`config.mk`:
```
export PLATFORM = sky130hd
export DESIGN_NAME = bit_serializer
export DESIGN_NICKNAME = d
export VERILOG_FILES = /design/src/rtl/bit_serializer.sv
export SDC_FILE = /design/constraint.sdc
export NUM_CORES = 1
export LEC_CHECK = 0
export ABC_AREA = 1
export ABC_CLOCK_PERIOD_IN_PS = 2750
export BUFFER_PORTS_ARGS = -buffer_cell sky130_fd_sc_hd__buf_2
export CELL_PAD_IN_SITES_DETAIL_PLACEMENT = 0
export CELL_PAD_IN_SITES_GLOBAL_PLACEMENT = 1
export CORE_MARGIN = 1.5
export CORE_UTILIZATION = 40
export CTS_CLUSTER_SIZE = 8
export DETAILED_ROUTE_END_ITERATION = 10
export PLACE_DENSITY_LB_ADDON = 0.1
export SYNTH_ARGS = -nofsm -noshare
export SYNTH_HDL_FRONTEND = slang
export SYNTH_SLANG_ARGS = --single-unit
export TNS_END_PERCENT = 10
```
`constraint.sdc`:
```
create_clock -name clk -period 2.75 [get_ports clk]
set_input_delay 0.55 -clock clk [delete_from_list [all_inputs] [get_ports clk]]
set_output_delay 0.55 -clock clk [all_outputs]
set_load 0.02 [all_outputs]
```
`src/rtl/bit_serializer.sv`:
```
// Parallel-to-serial shifter with a one-word holding buffer for gapless streaming.
// Optional even-parity trailer bit when SER_PARITY_EN is defined.
module bit_serializer #(
    parameter int DATA_W    = 8,
    parameter bit MSB_FIRST = 1'b1
) (
    input  logic              clk,
    input  logic              reset_n,
    input  logic [DATA_W-1:0] in_data,
    input  logic              in_valid,
    output logic              in_ready,
    output logic              bitstream,
    output logic              bit_valid,
    input  logic              bit_ready,
    output logic              sof,
    output logic              eof,
    output logic              busy
);

    localparam int CNT_W = $clog2(DATA_W + 2);
`ifdef SER_PARITY_EN
    localparam int LEN = DATA_W + 1;
`else
    localparam int LEN = DATA_W;
`endif
    localparam logic [CNT_W-1:0] LAST = CNT_W'(LEN - 1);

    typedef enum logic {IDLE, SHIFT} state_t;

    state_t            state, state_nxt;
    logic [DATA_W-1:0] sh, hold, sh_adv, load_word;
    logic              hold_full;
    logic [CNT_W-1:0]  cnt;
    logic              data_bit;
    logic              accept, xfer, last, load, hold_wr;
`ifdef SER_PARITY_EN
    logic              par_q;
`endif

    assign accept    = in_valid & in_ready;
    assign xfer      = bit_valid & bit_ready;
    assign last      = xfer & (cnt == LAST);
    // IDLE loads directly; a last-bit transfer reloads from hold or bypasses a fresh word
    assign load      = ((state == IDLE) & accept) | (last & (hold_full | accept));
    assign load_word = hold_full ? hold : in_data;
    assign hold_wr   = accept & (state == SHIFT) & ~last;
    assign sh_adv    = MSB_FIRST ? {sh[DATA_W-2:0], 1'b0} : {1'b0, sh[DATA_W-1:1]};
    assign data_bit  = MSB_FIRST ? sh[DATA_W-1] : sh[0];

    // state register
    always_ff @(posedge clk or negedge reset_n) begin
        if (!reset_n) state <= IDLE;
        else          state <= state_nxt;
    end

    // next-state logic
    always_comb begin
        state_nxt = state;
        case (state)
            IDLE:    if (accept) state_nxt = SHIFT;
            SHIFT:   if (last && !hold_full && !accept) state_nxt = IDLE;
            default: state_nxt = IDLE;
        endcase
    end

    // output logic
    always_comb begin
        bit_valid = (state == SHIFT);
        sof       = bit_valid & (cnt == '0);
        eof       = bit_valid & (cnt == LAST);
        busy      = bit_valid | hold_full;
        in_ready  = ~hold_full;
`ifdef SER_PARITY_EN
        bitstream = (cnt == CNT_W'(DATA_W)) ? par_q : data_bit;
`else
        bitstream = data_bit;
`endif
    end

    // shifter, counter and holding buffer
    always_ff @(posedge clk or negedge reset_n) begin
        if (!reset_n) begin
            sh        <= '0;
            hold      <= '0;
            hold_full <= 1'b0;
            cnt       <= '0;
        end else begin
            if (load) begin
                sh  <= load_word;
                cnt <= '0;
            end else if (last) begin
                sh  <= '0;
                cnt <= '0;
            end else if (xfer) begin
                sh  <= sh_adv;
                cnt <= cnt + 1'b1;
            end
            if (load && hold_full) begin
                hold_full <= 1'b0;
            end else if (hold_wr) begin
                hold      <= in_data;
                hold_full <= 1'b1;
            end
        end
    end

`ifdef SER_PARITY_EN
    always_ff @(posedge clk or negedge reset_n) begin
        if (!reset_n)  par_q <= 1'b0;
        else if (load) par_q <= ^load_word;
        else if (last) par_q <= 1'b0;
    end
`endif

endmodule

```
==> impl_results.md <==
* Worst Skew at between 0.005 and 0.006 ns
* R2R Path End: sh[7]
* Mapped Area at between 0.001 and 0.0015 mm²
* Yosys Warn Count at 0
* Post-Route WL at 2.51 mm
* CTS H-tree lvls at 1
* Max Fclk at approximately 0.47 GHz
* # DRC at 0
* Root Driver: clkbuf_4
* CTS tree: done
* Commonest non-fill, non-tap cell in the layout: nand2_1
* Antenna-violating nets left at 0
* Fin crit share at 77.5%
* Vias in the first global route at 921
* Status: finished clean
* Syn Area/Cell at ~8 µm²
* Routed len/inst at roughly 12 µm
* Setup Viol. Count Final at 0
* P&R area growth vs syn at 10.4%
* Static Leak at a little over 0.7 nW
* Num ports at 18
* Critical path class: reg2out
* # diodes at 0
* Initial antenna violation count at 0
* Max Cap Viol at 0
* Gpl congestion at 0.787
* Overflow after GRT at 0
* Syn nets at 172
* Post-DP Area at about 0.0013 mm²
* Max Slew Vio Count at 0
* Worst path cell trace: ha_1 > nand3_1 > nor2_1 > buf_2
* Worst Setup End Kind: output pin
* Die Ht at ~60 µm
* Worst path slowest cell: dfrtp_1
* Die W at 58.7 µm
* Worst slew pin tran at about 0.5 ns
* Register bit total from synthesis at 22
* Power Dens Cells at 433 mW/mm²
* Flop-to-flop setup slack at around 0.91 ns
* RSZ-0062 raised after global routing: no
* Relative slew margins at 66.6%
* Non-Filler Cell Area, Final at around 0.0014 mm²
* Share of cells above drive strength 1 at between 10% and 20%
* Yosys cell types at 25
* Syn Inst Count at ~160
* Fin crit period at approximately 2.1 ns
* Overall Global Routing Usage at about 17%
* PortBufs at 17
* Setup TNS at 0 ns
* Hold Fails Final Rpt at 0
* Initial Utilization at 41.3%
* Nets at between 150 and 200
* CTS max path bufs at 2
* Peak supply drop at about 0.19 mV
* Maximum fanout along the worst path at 8
* First-pass GRT wire length at approximately 4.3 mm
* CTS Sinks at 22
* Register area at around 550 µm²
* Reg2Reg Depth at 7
* Fillers at 318
* CP Data Arrival Time at 1.58 ns
* Pin count of the biggest net entering global routing at 23
* Crit Reg-Reg Startpoint: bit_valid
* Drt initial violations at 44
* Worst skew pair latency at ~0.31 ns
* Post-CTS Setup Inserts at 0
* CP Launch Type: register
* Total CTS buffers at 3
* Hold crit path type: in2async
* Clock slew at reported path FFs at between 0.1 and 0.15 ns
* Seq/Total Area, Yosys at about 44%
* Row cnt at 20
* Number of cells upsized or downsized after cts at 0
* 1st-pass router iterations at 5
* Routed vias at roughly 1000
* Area of the multi-input gates at 576 µm²
* Detailed placement HPWL at approximately 1.8 mm
* Required @ worst endpoint at 2.20 ns
* Core Region at ~0.003 mm²
* Most frequent cells in the layout: 45 x nand2_1, 22 x dfrtp_1, 17 x buf_2, 16 x nand3_1, 15 x inv_1
* Full die area at roughly 0.0034 mm²
* CP peak stage delay at 0.42 ns
* CTS Hold Buffers Added at 0
* Via/cell ratio at just over 5
==> per-stage QoR <==
stage	hold WS [ns]	total power [mW]	instances	utilization (%)	setup slack [ns]
global placement	0.466	0.347	201	43.8	0.759
finish	0.181	0.592	205	45.5	0.618
CTS	0.187	0.603	205	45.5	0.588
floorplan	0.254	0.332	158	-	1.10
global route	0.204	0.615	205	45.5	0.466
detailed placement	0.475	0.347	201	43.8	0.731
==> how the worst max path moves through the flow <==
stage	from	to	depth (start not counted)
finish	cnt[0]	eof	4
global route	cnt[1]	eof	4
CTS	cnt[0]	eof	4
detailed placement	bit_ready	sh[7]	8
global placement	bit_ready	sh[7]	8
floorplan	cnt[0]	sof	4
==> cell usage after synthesis <==
library cell | number | area share (%)
ha_1 | 2 | 2.0
nand3_4 | 1 | 1.4
inv_1 | 15 | 4.5
nor3_1 | 1 | 0.40
o21bai_1 | 1 | 0.61
nor2_4 | 1 | 0.91
nor2_1 | 9 | 2.7
nand2_2 | 3 | 1.5
o21ai_0 | 10 | 4.0
inv_4 | 1 | 0.51
nand4_1 | 9 | 4.5
nand3_1 | 16 | 6.5
a21oi_1 | 6 | 2.4
clkbuf_1 | 2 | 0.61
buf_2 | 1 | 0.40
nand3_2 | 1 | 0.81
nor2_2 | 1 | 0.51
nand2_1 | 45 | 14
buf_6 | 2 | 1.8
xor2_1 | 1 | 0.71
dfrtp_1 | 22 | 44
o21ai_1 | 3 | 1.2
o21ai_2 | 1 | 0.71
buf_4 | 2 | 1.2
nand2_4 | 2 | 1.8
==> per-layer routing <==
metal,global-route usage [%],up-vias,wire length [µm]
li1,-,544,-
met1,23.4,473,1250
met2,25.8,24,1130
met3,1.98,4,93
met4,7.79,0,43
met5,0,-,0
==> power by group <==
part           total [mW]  switching (mW)  internal [mW]  leakage (nW)
combinational      0.0167          0.0108        0.00595         0.414
sequential          0.323               0          0.323         0.271
clock               0.251           0.104          0.147        0.0279
==> logic make-up after synthesis <==
logic type | share of synthesized area, %
AO/OA/AOI/OAI | 8.99
AND/OR/NAND/NOR | 34.7
flip-flops | 44.4
XOR/XNOR | 0.707
adder cells (fa/ha/maj) | 2.02
buffers and inverters | 9.09
==> critical path: cells and delay by family, from the launching register on <==
kind	cells	cell delay (ns)
simple gates	2	0.45
flops	1	0.42
fa+ha+maj	1	0.23
buf+inv	1	0.18
==> cell type report <==
type | instances | share of cell area [%]
clock inverters | 1 | 2.20
inverters | 16 | 4.57
repair buffers | 17 | 6.22
flip-flops and latches | 22 | 40.3
multi-input cells | 113 | 42.1
clock buffers | 3 | 1.65
well taps | 33 | 3.02
==> state kept, by name, indices dropped and copies added (netlist names) <==
| register | flops |
|---|---|
| hold | 8 |
| sh | 8 |
| cnt | 4 |
| hold_full | 1 |
| bit_valid | 1 |
(Power assumes the default switching activity.)
